[config.mk]
export PLATFORM = sky130hd
export DESIGN_NAME = packet_transmitter
export DESIGN_NICKNAME = d
export VERILOG_FILES = /design/src/rtl/packet_transmitter.sv
export SDC_FILE = /design/constraint.sdc
export NUM_CORES = 1
export LEC_CHECK = 0
export CAP_MARGIN = 20
export CORE_MARGIN = 2
export CORE_UTILIZATION = 35
export DETAILED_ROUTE_END_ITERATION = 10
export PLACE_DENSITY = 0.6
export SYNTH_ARGS = -nofsm -noshare
export SYNTH_HDL_FRONTEND = slang
export SYNTH_SLANG_ARGS = --single-unit
[constraint.sdc]
create_clock -name clk -period 5.2 [get_ports clk]
set_clock_uncertainty 0.2 [all_clocks]
set_input_delay 0.78 -clock clk [delete_from_list [all_inputs] [get_ports clk]]
set_output_delay 0.78 -clock clk [all_outputs]
set_load 0.03 [all_outputs]
[src/rtl/packet_transmitter.sv]
// Packet transmitter: fetches 36-bit words from ZBT SRAM, frames them as
// {SYNC_WORD, address, data, CRC-16-CCITT} and shifts them out MSB first,
// one bit per bit_tick, with an idle gap between frames.
//
// Optional feature: define TX_RESEND_EN to honour resend requests from the
// receiving end (resume from a given address at the next gap exit).
//
// Ports:
//   clk                 system clock, rising edge
//   reset               synchronous, active-high
//   i_start             one-cycle pulse, start sending from address 0
//   i_last_address      final address to send (inclusive), sampled on start
//   i_zbt_data_in       ZBT read data
//   i_bit_tick          one-cycle strobe per optical bit period
//   i_resend_req        resend request pulse
//   i_resend_address    address to resume from, valid with i_resend_req
//   o_zbt_read_address  ZBT read address
//   o_serial_out        optical link bit
//   o_busy              high whenever not idle
//   o_done              one-cycle pulse after the final frame's gap
//   o_state             current FSM state (debug)
module packet_transmitter #(
    parameter int         ZBT_LATENCY = 2,
    parameter int         GAP_BITS    = 16,
    parameter logic [7:0] SYNC_WORD   = 8'hA5
) (
    input  logic        clk,
    input  logic        reset,
    input  logic        i_start,
    input  logic [18:0] i_last_address,
    input  logic [35:0] i_zbt_data_in,
    input  logic        i_bit_tick,
    input  logic        i_resend_req,
    input  logic [18:0] i_resend_address,
    output logic [18:0] o_zbt_read_address,
    output logic        o_serial_out,
    output logic        o_busy,
    output logic        o_done,
    output logic [2:0]  o_state
);

    localparam int LW = (ZBT_LATENCY < 1) ? 1 : $clog2(ZBT_LATENCY + 1);
    localparam int GW = (GAP_BITS < 2) ? 1 : $clog2(GAP_BITS + 1);

    typedef enum logic [2:0] {
        S_IDLE  = 3'd0,
        S_FETCH = 3'd1,
        S_CRC   = 3'd2,
        S_SEND  = 3'd3,
        S_GAP   = 3'd4
    } state_t;

    state_t      r_state;
    logic [18:0] r_cur_addr;
    logic [18:0] r_last_addr;
    logic [18:0] r_zbt_addr;
    logic [LW-1:0] r_lat_cnt;
    logic [35:0] r_data;
    logic [54:0] r_crc_sh;
    logic [15:0] r_crc;
    logic [5:0]  r_crc_cnt;
    logic [78:0] r_shift;
    logic [6:0]  r_bit_cnt;
    logic [GW-1:0] r_gap_cnt;
    logic        r_serial;
    logic        r_done;

    logic        w_fb;
    logic [15:0] w_crc_next;
    logic [18:0] w_next_addr;
    logic        w_finish;

    // One CRC-16-CCITT step per clock over the packet header+data bits.
    assign w_fb       = r_crc[15] ^ r_crc_sh[54];
    assign w_crc_next = {r_crc[14:0], 1'b0} ^ (w_fb ? 16'h1021 : 16'h0000);

`ifdef TX_RESEND_EN
    logic        r_pend;
    logic [18:0] r_pend_addr;
    logic        w_rs_ok;

    // Out-of-range requests and requests while idle are dropped.
    assign w_rs_ok = i_resend_req && (r_state != S_IDLE) &&
                     (i_resend_address <= r_last_addr);

    // A request arriving on the exit cycle beats an older pending one.
    always_comb begin
        w_next_addr = r_cur_addr + 19'd1;
        w_finish    = (r_cur_addr == r_last_addr);
        if (w_rs_ok) begin
            w_next_addr = i_resend_address;
            w_finish    = 1'b0;
        end else if (r_pend) begin
            w_next_addr = r_pend_addr;
            w_finish    = 1'b0;
        end
    end
`else
    logic w_unused_resend;

    assign w_unused_resend = ^{i_resend_req, i_resend_address};
    assign w_next_addr     = r_cur_addr + 19'd1;
    assign w_finish        = (r_cur_addr == r_last_addr);
`endif

    always_ff @(posedge clk) begin
        r_done <= 1'b0;
        if (reset) begin
            r_state     <= S_IDLE;
            r_cur_addr  <= '0;
            r_last_addr <= '0;
            r_zbt_addr  <= '0;
            r_lat_cnt   <= '0;
            r_data      <= '0;
            r_crc_sh    <= '0;
            r_crc       <= '0;
            r_crc_cnt   <= '0;
            r_shift     <= '0;
            r_bit_cnt   <= '0;
            r_gap_cnt   <= '0;
            r_serial    <= 1'b0;
`ifdef TX_RESEND_EN
            r_pend      <= 1'b0;
            r_pend_addr <= '0;
`endif
        end else begin
`ifdef TX_RESEND_EN
            if (w_rs_ok) begin
                r_pend      <= 1'b1;
                r_pend_addr <= i_resend_address;
            end
`endif
            case (r_state)
                S_IDLE: begin
                    r_serial <= 1'b0;
                    if (i_start) begin
                        r_cur_addr  <= '0;
                        r_last_addr <= i_last_address;
                        r_zbt_addr  <= '0;
                        r_lat_cnt   <= '0;
                        r_state     <= S_FETCH;
                    end
                end
                S_FETCH: begin
                    r_serial <= 1'b0;
                    // Data for the address shown in FETCH cycle 0 is
                    // valid in cycle ZBT_LATENCY.
                    if (r_lat_cnt == LW'(ZBT_LATENCY)) begin
                        r_data    <= i_zbt_data_in;
                        r_crc_sh  <= {r_cur_addr, i_zbt_data_in};
                        r_crc     <= 16'hFFFF;
                        r_crc_cnt <= '0;
                        r_state   <= S_CRC;
                    end else begin
                        r_lat_cnt <= r_lat_cnt + 1'b1;
                    end
                end
                S_CRC: begin
                    r_serial <= 1'b0;
                    r_crc    <= w_crc_next;
                    r_crc_sh <= {r_crc_sh[53:0], 1'b0};
                    if (r_crc_cnt == 6'd54) begin
                        r_shift   <= {SYNC_WORD, r_cur_addr, r_data,
                                      w_crc_next};
                        r_bit_cnt <= '0;
                        r_state   <= S_SEND;
                    end else begin
                        r_crc_cnt <= r_crc_cnt + 6'd1;
                    end
                end
                S_SEND: begin
                    if (i_bit_tick) begin
                        r_serial <= r_shift[78];
                        r_shift  <= {r_shift[77:0], 1'b0};
                        if (r_bit_cnt == 7'd78) begin
                            r_gap_cnt <= '0;
                            r_state   <= S_GAP;
                        end else begin
                            r_bit_cnt <= r_bit_cnt + 7'd1;
                        end
                    end
                end
                S_GAP: begin
                    if (i_bit_tick) begin
                        r_serial <= 1'b0;
                        if (r_gap_cnt == GW'(GAP_BITS - 1)) begin
`ifdef TX_RESEND_EN
                            r_pend <= 1'b0;
`endif
                            if (w_finish) begin
                                r_done  <= 1'b1;
                                r_state <= S_IDLE;
                            end else begin
                                r_cur_addr <= w_next_addr;
                                r_zbt_addr <= w_next_addr;
                                r_lat_cnt  <= '0;
                                r_state    <= S_FETCH;
                            end
                        end else begin
                            r_gap_cnt <= r_gap_cnt + 1'b1;
                        end
                    end
                end
                default: begin
                    r_serial <= 1'b0;
                    r_state  <= S_IDLE;
                end
            endcase
        end
    end

    assign o_zbt_read_address = r_zbt_addr;
    assign o_serial_out       = r_serial;
    assign o_busy             = (r_state != S_IDLE);
    assign o_done             = r_done;
    assign o_state            = r_state;

endmodule

Word level (Yosys, flattened, before mapping)
Index checks and enable logic that the tools add are counted.
{ "op_classes": {"n_eq_ne": 21, "addsub": 5, "n_reduce_logical": 19, "mux": 44, "n_bitwise": 5} }
{ "ops": {"columns": ["op", "n"], "rows": [
  ["79-bit 2-to-1 mux", 2],
  ["79-bit one-hot mux with 2 select lines", 1],
  ["55-bit one-hot mux with 2 select lines", 1],
  ["19-bit 2-to-1 mux", 4],
  ["55-bit 2-to-1 mux", 1],
  ["19-bit one-hot mux with 2 select lines", 1],
  ["16-bit one-hot mux with 2 select lines", 1],
  ["2-bit inequality test (second input constant)", 12],
  ["3-bit 2-to-1 mux", 7],
  ["7-bit 2-to-1 mux", 3],
  ["5-bit 2-to-1 mux", 4],
  ["19-bit by 1-bit adder with 19-bit output (second input constant)", 1],
  ["19-bit == test", 1],
  ["16-bit 2-to-1 mux", 1],
  ["16-bit by 13-bit XOR with 16-bit output", 1],
  ["3-bit one-hot mux with 5 select lines", 1],
  ["7-bit one-hot mux with 2 select lines", 1],
  ["13-bit 2-to-1 mux", 1],
  ["6-bit 2-to-1 mux", 2],
  ["6-bit one-hot mux with 2 select lines", 1],
  ["2-bit 2-to-1 mux", 5],
  ["5-bit one-hot mux with 2 select lines", 1],
  ["5-bit AND reduction", 2],
  ["2-bit AND reduction", 4],
  ["24 further kinds", 35]
]} }
{ "totals": {"regBits": 249, "elab_cells": 107, "out_inout_bits": 25} }

Depth between registers and ports, before layout
Gate-level depths: netlist of run 1.
{ "depth": {"word_depth": 5, "mapped_depth": 9} }

Worst setup path after synthesis of run 1
Ideal clock, no wire load.
{ "synth_timing": {"kind": "input to register", "from": "in i_bit_tick", "to": "reg r_state[2], in the netlist o_state[2]", "n_path_buf": 1, "arrival_ns": 2.047, "path_slack_ns": 2.826, "cell_stages": 7, "setup_ns": 0.128, "cell_sequence": "buf_2 and2_1 a2111oi_0 nor3b_1 o21a_1 mux2i_1 nor2_1"} }
{ "synth_between": {"elab_chain_len": 2, "word_cells_on_any_way": 3, "cone_classes": "eq/ne (2); reduce/logical (1)"} }
{ "synth_rtl": {"columns": ["element", "line_no", "source"], "rows": [
  ["from (decl)", "32", "input logic i_bit_tick,"],
  ["2-bit inequality test (no source line)", null, null],
  ["7-bit AND reduction (no source line) (*)", null, null],
  ["to (signal assigned)", "109", "r_state <= S_IDLE;"],
  ["to (signal assigned)", "141", "r_state <= S_FETCH;"],
  ["to (signal assigned)", "153", "r_state <= S_CRC;"],
  ["to (decl)", "53", "state_t r_state;"]
]} }
Mark *: on every way between the ends. The rest lies on a longest branch, timed or not.
A chain may end at the register's enable or synchronous reset.

Worst setup path after layout of run 1
{ "layout_timing": {"from": "reg r_state[0], in the netlist o_state[0]", "to": "out o_busy"} }
{ "layout_between": {"elab_chain_len": 1} }
{ "layout_rtl": {"columns": ["element", "line_no", "source"], "rows": [
  ["3-bit nonzero test", "214", "assign o_busy = (r_state != S_IDLE);"],
  ["to (decl)", "37", "output logic o_busy,"]
]} }
No other way between the ends.

==> Implementation_results.wiki, run 1 <==
{| class="wikitable"
! Metric !! Value
|-
| Final routed wirelength across all metal layers || roughly 25000 µm
|-
| Number of placed I/O pins || between 100 and 150
|-
| CTS tree || done
|-
| Vias in the first global route || 8646
|-
| Hold-fix buffer count after cts || 0
|-
| Unrepaired setup endpoints after global routing || no
|-
| CP bufs+invs || 1
|-
| Number of diodes added for antenna fixing || 0
|-
| Fraction of power consumed by the clock network || 39.6%
|-
| Crit Path Class || reg2out
|-
| Worst-path fanout max || 19
|-
| Antenna Violating Nets Remaining || 0
|-
| Commonest non-fill, non-tap cell in the layout || sky130_fd_sc_hd__nand2_1
|-
| Result of the run || finished clean
|-
| Drt via density || just over 5
|-
| Chip height || about 180 µm
|-
| Global route overflow || 0
|-
| Met3 usage || around 1.8%
|-
| Required time of the critical path || 4220 ps
|-
| Slowest-stage cell, CP || sky130_fd_sc_hd__dfxtp_1
|-
| Warnings from Yosys || 0
|-
| Layout overhead on the synthesized area || 17.4%
|-
| Number of buffer cells added on primary ports || 83
|-
| Total power after layout || around 4900 µW
|-
| GR Util met1 || roughly 22%
|-
| Sequential share of the synthesized area || between 40% and 50%
|-
| Placed insts || 1690
|-
| Final Slew Violations || 0
|-
| Share of cells above drive strength 1 || slightly above 5%
|-
| Count of maximum capacitance violations || 0
|-
| Post_cts resized || 0
|-
| Worst Path Arrival || roughly 2200 ps
|-
| Cell at the root of the clock tree || sky130_fd_sc_hd__clkbuf_16
|-
| Count of unresolved DRC violations after routing || 0
|-
| 1st-iter DRT viols || ~740
|-
| Post-CTS repair timing setup buffer count || 0
|-
| Average wire length per cell after detail routing || roughly 14 µm
|-
| Prevailing post-synth register cell || sky130_fd_sc_hd__dfxtp_1
|-
| Max Fclk || roughly 320 MHz
|-
| Ratio of final minimum period to clock period || between 60% and 70%
|-
| Internal power || ~3500 µW
|-
| Final setup fails || 0
|-
| H-tree levels || 1
|-
| Power density over the cells || 400 mW/mm²
|-
| Number of sinks on the clock net || 249
|-
| Largest net degree at the start of global routing || 80
|-
| GRT Util Overall || between 10% and 20%
|-
| Avg Inst Size Synth || 7.99 µm²
|-
| Number of cells produced by synthesis || approximately 1300
|-
| Net switching power of the design || 1410 µW
|-
| Met2 Track Usage GR || a little over a quarter
|-
| Die Area || 0.0315 mm²
|-
| Sort of element at the start of the critical path || flop
|-
| Clk pin slew, worst setup/hold paths || 60 ps
|-
| Antenna violations before repair || 0
|-
| Routability Congestion || a little under 0.8
|-
| Combinational power share || approximately 17%
|-
| Synth Cell Area || about 0.011 mm²
|-
| Async S/R FF share, synth || 0%
|-
| Worst setup EP type || output port
|-
| Post-synthesis net count || around 1400
|-
| Number of standard cells in the final layout excluding fillers || 1739
|-
| Distinct cells, synth || between 60 and 70
|-
| Total via count in the routed design || roughly 9000
|-
| HPWL reported at the end of detailed placement || 15000 µm
|-
| Kind of cell adding the most delay to the critical path || flip-flops
|-
| Proportion of power drawn by flip-flops and latches || a little over two fifths
|-
| Commonest cells after routing, fill and taps aside || 374 x sky130_fd_sc_hd__nand2_1, 249 x sky130_fd_sc_hd__dfxtp_1, 115 x sky130_fd_sc_hd__nor2_1
|-
| Rows || 63
|-
| Number of detailed-route iterations in the first pass || 5
|-
| Number of buffers on the longest clock path || 3
|-
| Static leakage || around 0.0039 µW
|-
| Die span in x || about 180 µm
|-
| Number of register bits inferred by synthesis || approximately 250
|-
| Most crowded layer after global routing || met2
|-
| Number of enable-type register cells in the synthesized netlist || 0
|-
| Path type of the worst min-delay path || reg2reg
|-
| Global-route wire length before repair || between 40000 and 50000 µm
|-
| Post-layout minimum cycle time || approximately 3100 ps
|-
| Final hold violation count || 0
|-
| Initial core utilization || 35.5%
|-
| Max stage delay on crit path || ~770 ps
|-
| Later-pin clock latency in the skew report || roughly 540 ps
|-
| Max rail drop VDD || 0.234 mV
|-
| Cts bufs inserted || 28
|-
| Worst-path cell chain || or3_1 > clkdlybuf4s50_1
|-
| Least-Margin Pin Slew || around 1100 ps
|-
| Worst-case headroom to the max-slew limit || around 28%
|-
| Aggregate negative setup slack || 0 ps
|-
| Standard cell core area || ~0.03 mm²
|-
| Net count reported at finish || 1417
|-
| Switching power share of the total || 28.6%
|}
==> through the flow <==
stage / setup WS (ps) / util, % / area (µm²) / hold slack, ps
4_1_cts: 2050 / 41.7 / 12400 / 254
2_1_floorplan: 2830 / - / 10500 / 232
3_5_place_dp: 1950 / 38.6 / 11500 / 246
5_1_grt: 1910 / 41.7 / 12400 / 272
6_report: 2060 / 41.7 / 12400 / 252
3_3_place_gp: 1990 / 38.6 / 11500 / 241
==> worst register-to-register path, stage by stage, from the launching register on <==
cell                       delay [ps]
sky130_fd_sc_hd__dfxtp_1          570
sky130_fd_sc_hd__xor2_1           170
sky130_fd_sc_hd__nor4_1           460
sky130_fd_sc_hd__nand4_1          240
sky130_fd_sc_hd__o21ai_2          890
sky130_fd_sc_hd__o311ai_0         280
sky130_fd_sc_hd__o211ai_1         150
==> worst paths after layout <==
| path | start | end | slack [ps] | cells past startpoint |
|---|---|---|---|---|
| setup reg to reg | o_zbt_read_address[16] | o_zbt_read_address[16] | 2160 | 6 |
| hold / removal | r_crc_sh[39] | r_crc_sh[39] | 250 | 2 |
| setup / recovery | o_state[0] | o_busy | 2060 | 2 |
| hold reg to reg | r_crc_sh[39] | r_crc_sh[39] | 250 | 2 |
==> state kept, by name, indices dropped and copies added, names as in the netlist <==
signal / flops
r_shift: 79
r_crc_sh: 55
r_crc_cnt: 6
r_lat_cnt: 2
r_bit_cnt: 7
r_data: 36
r_crc: 16
o_state: 3
o_zbt_read_address: 19
r_last_addr: 19
o_done: 1
o_serial_out: 1
r_gap_cnt: 5
==> cell usage after synthesis (2+ instances only) <==
cell / n / share of area (%)
sky130_fd_sc_hd__buf_6: 5 / 0.53
sky130_fd_sc_hd__buf_2: 28 / 1.3
sky130_fd_sc_hd__ha_1: 8 / 0.95
sky130_fd_sc_hd__or3_1: 4 / 0.24
sky130_fd_sc_hd__a211oi_1: 3 / 0.21
sky130_fd_sc_hd__or2_2: 3 / 0.18
sky130_fd_sc_hd__o41ai_1: 2 / 0.17
sky130_fd_sc_hd__a2111oi_0: 2 / 0.17
sky130_fd_sc_hd__clkbuf_2: 2 / 0.095
sky130_fd_sc_hd__xnor2_1: 7 / 0.58
sky130_fd_sc_hd__nor3_1: 54 / 2.6
sky130_fd_sc_hd__and3_1: 9 / 0.53
sky130_fd_sc_hd__a211oi_2: 2 / 0.24
sky130_fd_sc_hd__nand3b_1: 4 / 0.29
sky130_fd_sc_hd__or4_1: 9 / 0.64
sky130_fd_sc_hd__and2_1: 4 / 0.24
sky130_fd_sc_hd__buf_4: 8 / 0.57
sky130_fd_sc_hd__nand3_1: 22 / 1.0
sky130_fd_sc_hd__o211ai_1: 11 / 0.78
sky130_fd_sc_hd__o21ai_0: 7 / 0.33
sky130_fd_sc_hd__inv_1: 8 / 0.29
sky130_fd_sc_hd__nor2_1: 116 / 4.1
sky130_fd_sc_hd__nor4_1: 5 / 0.30
sky130_fd_sc_hd__nand4_1: 9 / 0.53
sky130_fd_sc_hd__nor2b_1: 4 / 0.24
sky130_fd_sc_hd__mux2i_1: 6 / 0.57
sky130_fd_sc_hd__xor2_1: 25 / 2.1
sky130_fd_sc_hd__a22oi_1: 19 / 1.4
sky130_fd_sc_hd__dfxtp_1: 249 / 47
sky130_fd_sc_hd__nand2_1: 375 / 13
sky130_fd_sc_hd__o31ai_1: 3 / 0.21
sky130_fd_sc_hd__buf_1: 5 / 0.18
sky130_fd_sc_hd__a21oi_1: 87 / 4.1
sky130_fd_sc_hd__o311ai_0: 4 / 0.33
sky130_fd_sc_hd__o21a_1: 2 / 0.14
sky130_fd_sc_hd__a31oi_1: 43 / 2.6
sky130_fd_sc_hd__a311oi_1: 70 / 5.8
sky130_fd_sc_hd__clkbuf_1: 65 / 2.3
sky130_fd_sc_hd__nor3b_1: 3 / 0.21
sky130_fd_sc_hd__o22ai_1: 2 / 0.12
==> cells by family after synthesis <==
kind of cell	count (synthesis)	share of synthesized area [%]
flops	249	47.3
simple gates	635	25.7
buf+inv	122	5.45
mux	7	0.677
xor+xnor	32	2.66
compound gates	266	17.3
fa+ha+maj	8	0.950
==> power groups by stage <==
stage | combinational (µW) | sequential (µW) | clock (µW)
after floorplan | 633 | 2170 | 0
after global placement | 825 | 2190 | 0
after detailed placement | 839 | 2200 | 0
after CTS | 841 | 2160 | 2010
after global routing | 937 | 2180 | 2090
final | 830 | 2160 | 1960
==> metal layers <==
metal	part of all wire, %	vias to the layer above	wire length [µm]
met3	3.5	27	867
li1	-	4599	-
met1	49	4215	12300
met2	45	140	11300
met4	1.8	0	441
met5	0	-	0
==> final cells by class <==
cell class | count | area (µm²)
clock buffers | 43 | 797
clock inverters | 6 | 116
fillers | 3000 | 17300
inverters | 8 | 30.0
multi-input cells | 948 | 5010
flip-flops and latches | 249 | 4980
well taps | 390 | 488
repair buffers | 95 | 935
Note: power is estimated with default switching activity, not from simulation.
==> inputs of run 2 (changes only) <==
--- a/config.mk
+++ b/config.mk
@@ -9,7 +9,7 @@
 export CORE_MARGIN = 2
 export CORE_UTILIZATION = 35
 export DETAILED_ROUTE_END_ITERATION = 10
-export PLACE_DENSITY = 0.6
+export PLACE_DENSITY = 0.62
 export SYNTH_ARGS = -nofsm -noshare
 export SYNTH_HDL_FRONTEND = slang
 export SYNTH_SLANG_ARGS = --single-unit
==> constraint.sdc (replaced) <==
create_clock -name clk -period 2.8 [get_ports clk]
set_clock_uncertainty 0.2 [all_clocks]
set_input_delay 0.42 -clock clk [delete_from_list [all_inputs] [get_ports clk]]
set_output_delay 0.42 -clock clk [all_outputs]
set_load 0.03 [all_outputs]
==> run 2 against run 1 <==
- die area did not move
- critical path depth stayed put
- global-route usage about the same
- clock power rose by 110%
- largest cell class unchanged
- count of clock-buffer cells in the layout fell by 4
- register-to-register slack got worse by 1900 ps
- largest power group is now clock
- worst hold slack lost 160 ps
- total power rose by 95%
- utilization up 1.3 points
- worst setup slack lost 1900 ps
- wire length rose by 0.37%
==> Implementation_results.wiki, run 2 (synthesized netlist as in run 1, its figures left out) <==
{| class="wikitable"
! Metric !! Value
|-
| Result of the run || finished clean (unchanged)
|-
| Commonest non-fill, non-tap cell in the layout || sky130_fd_sc_hd__nand2_1 (unchanged)
|-
| Required time of the critical path || 2180 ps (was 4220 ps)
|-
| Unrepaired setup endpoints after global routing || no (unchanged)
|-
| Top routing layer in use || met4 (unchanged)
|-
| Total met3 wirelength after detailed routing || 1070 µm (was 867 µm)
|-
| Worst-path cell chain || buf_4 > clkdlybuf4s50_1 (was or3_1 > clkdlybuf4s50_1)
|-
| Hold Crit Depth || 2 (unchanged)
|-
| HPWL reported at the end of detailed placement || 15500 µm (was 15000 µm)
|-
| Final hold violation count || 0 (unchanged)
|-
| Number of detailed-route iterations in the first pass || 7 (was 5)
|-
| H-tree levels || 1 (unchanged)
|-
| Number of sinks on the clock net || 249 (unchanged)
|-
| Setup slack after layout || 145 ps (was 2060 ps)
|-
| Cts bufs inserted || 28 (unchanged)
|-
| Max Fclk || 377 MHz
|-
| Crit Path Class || reg2out (unchanged)
|-
| Least-Margin Pin Slew || 752 ps (was 1080 ps)
|-
| Largest register FFs || 79 (unchanged)
|-
| Standard cell core area || 0.0296 mm² (unchanged)
|-
| Chip height || 178 µm (unchanged)
|-
| Later-pin clock latency in the skew report || 550 ps (was 540 ps)
|-
| Largest net degree at the start of global routing || 102 (was 80)
|-
| Number of diodes added for antenna fixing || 0 (unchanged)
|-
| Sum of met2 wire segment lengths after detailed routing || 11400 µm (was 11300 µm)
|-
| Global-route wire length before repair || 42100 µm (about the same)
|-
| Worst setup EP type || output port (unchanged)
|-
| Net count reported at finish || 1441 (was 1417)
|-
| Max rail drop VDD || 0.404 mV (was 0.234 mV)
|-
| Rows || 63 (unchanged)
|-
| Total via count in the routed design || 9123 (was 8981)
|-
| Number of placed I/O pins || 104 (unchanged)
|-
| Max stage delay on crit path || 680 ps (was 770 ps)
|-
| Place WS || 260 ps (was 1950 ps)
|-
| Regs by FF count || r_shift (79), r_crc_sh (55), r_data (36) (unchanged)
|-
| Path type of the worst min-delay path || in2reg (was reg2reg)
|-
| Number of buffer cells added on primary ports || 83 (unchanged)
|-
| Post-layout minimum cycle time || 2650 ps
|-
| Aggregate negative setup slack || 0 ps (unchanged)
|-
| Final routed wirelength across all metal layers || 25000 µm (was 24900 µm)
|-
| Sort of element at the start of the critical path || flop (unchanged)
|-
| Slowest-stage cell, CP || sky130_fd_sc_hd__clkdlybuf4s50_1 (was sky130_fd_sc_hd__dfxtp_1)
|-
| Drt via density || 5.17 (was 5.16)
|-
| R2R cell count || 8 (was 6)
|-
| Ratio of final minimum period to clock period || 94.8%
|-
| Kind of cell adding the most delay to the critical path || buffers and inverters (was flip-flops)
|-
| CTS tree || done (unchanged)
|-
| Cell at the root of the clock tree || sky130_fd_sc_hd__clkbuf_16 (unchanged)
|-
| Setup slack, reg-to-reg || 310 ps (was 2160 ps)
|-
| Metal1 wirelength || 12200 µm (was 12300 µm)
|-
| Launch point of the worst hold path || reset (was r_crc_sh[39])
|-
| Number of buffers on the longest clock path || 3 (unchanged)
|-
| CP bufs+invs || 2 (was 1)
|-
| Worst-path fanout max || 12 (was 19)
|-
| Worst Path Arrival || 2030 ps (was 2160 ps)
|-
| Die Area || 0.0315 mm² (unchanged)
|-
| Beginning of the worst register-to-register path || r_gap_cnt[0] (was o_zbt_read_address[16])
|-
| Endpoint of the worst-slack reg-to-reg timing path || o_state[2] (was o_zbt_read_address[16])
|-
| Antenna Violating Nets Remaining || 0 (unchanged)
|-
| Power density over the cells || 755 mW/mm² (was 400 mW/mm²)
|-
| GRT Util Overall || 15.8% (was 15.7%)
|-
| Commonest cells after routing, fill and taps aside || 374 x sky130_fd_sc_hd__nand2_1, 249 x sky130_fd_sc_hd__dfxtp_1, 115 x sky130_fd_sc_hd__nor2_1 (unchanged)
|-
| Layout overhead on the synthesized area || 21.0% (was 17.4%)
|-
| Average wire length per cell after detail routing || 14.2 µm (was 14.3 µm)
|-
| Count of unresolved DRC violations after routing || 0 (unchanged)
|-
| Worst Hold End || r_gap_cnt[4] (was r_crc_sh[39])
|-
| Final setup fails || 0 (unchanged)
|-
| Worst-case headroom to the max-slew limit || 49.9% (was 27.8%)
|-
| Static leakage || 0.00414 µW (was 0.00390 µW)
|-
| Antenna violations before repair || 0 (unchanged)
|-
| Count of maximum capacitance violations || 0 (unchanged)
|-
| Global route overflow || 0 (unchanged)
|-
| Clk pin slew, worst setup/hold paths || 60 ps (about the same)
|-
| 1st-iter DRT viols || 647 (was 735)
|-
| Share of cells above drive strength 1 || 7.63% (was 5.11%)
|-
| Routability Congestion || 0.840 (was 0.773)
|-
| Die span in x || 178 µm (unchanged)
|-
| Post-CTS repair timing setup buffer count || 0 (unchanged)
|-
| Final Slew Violations || 0 (unchanged)
|-
| Largest Register || r_shift (unchanged)
|-
| Initial core utilization || 35.5% (unchanged)
|-
| Vias in the first global route || 8571 (was 8646)
|}
==> run 2: cell count changes in the layout (fill, tap and decap cells not counted), sizes merged <==
| cell | delta |
|---|---|
| buf | +24 |
| clkbuf | -4 |
| clkinv | +4 |
| bufinv | +2 |
| clkdlybuf4s50 | -1 |
| dlymetal6s2s | +1 |
| inv | +1 |
==> run 2: timing repair <==
item / in CTS / in global routing
hold buffers: 0 / 0
endpoints found under the setup margin: 0 / 1
gates resized for setup: 0 / 1
==> run 2: how the worst max path moves through the flow <==
stage	start	end	slack, ps	cells after the start
5_1_grt	o_state[2]	o_state[2]	50	2
3_3_place_gp	i_bit_tick	o_state[2]	240	7
4_1_cts	o_state[2]	o_busy	0.3	3
6_report	o_state[2]	o_state[2]	150	2
2_1_floorplan	r_gap_cnt[0]	o_state[2]	610	8
3_5_place_dp	i_bit_tick	o_state[2]	260	7
==> run 2: through the flow <==
stage / std cells / total power [µW] / hold WS (ps) / area (µm²) / util, %
2_1_floorplan: 1319 / 5200 / 232 / 10500 / -
3_3_place_gp: 1714 / 5670 / 237 / 11700 / 39.5
3_5_place_dp: 1714 / 5690 / 247 / 11700 / 39.5
4_1_cts: 1766 / 9730 / 86.9 / 12700 / 43.0
5_1_grt: 1766 / 10100 / 104 / 12700 / 43.0
6_report: 1766 / 9630 / 95.3 / 12700 / 43.0
==> run 2: worst reg2reg max path, delay by kind of cell (launching register included) <==
family	cells	cell delay [ps]
AO/OA/AOI/OAI	2	800
multiplexers	1	150
flip-flops	1	330
AND/OR/NAND/NOR	3	380
adder cells (fa/ha/maj)	2	510
==> run 2: area by class of cell <==
| class | count | area, µm² |
|---|---|---|
| multi-input cells | 948 | 5010 |
| flip-flops and latches | 249 | 4980 |
| well taps | 390 | 488 |
| repair buffers | 119 | 1190 |
| clock buffers | 39 | 832 |
| clock inverters | 13 | 205 |
| fillers | 2983 | 16900 |
| inverters | 8 | 30.0 |
==> run 2: routing by layer <==
metal  global-route usage [%]  up-vias
met4                     4.17        0
met5                        0        -
met2                     25.6      181
met3                     2.25       32
li1                         -     4644
met1                     22.0     4266
==> run 2: power breakdown <==
group	internal (µW)	switching, µW
sequential	3800	202
combinational	582	1020
clock	2530	1490
total	6910	2710
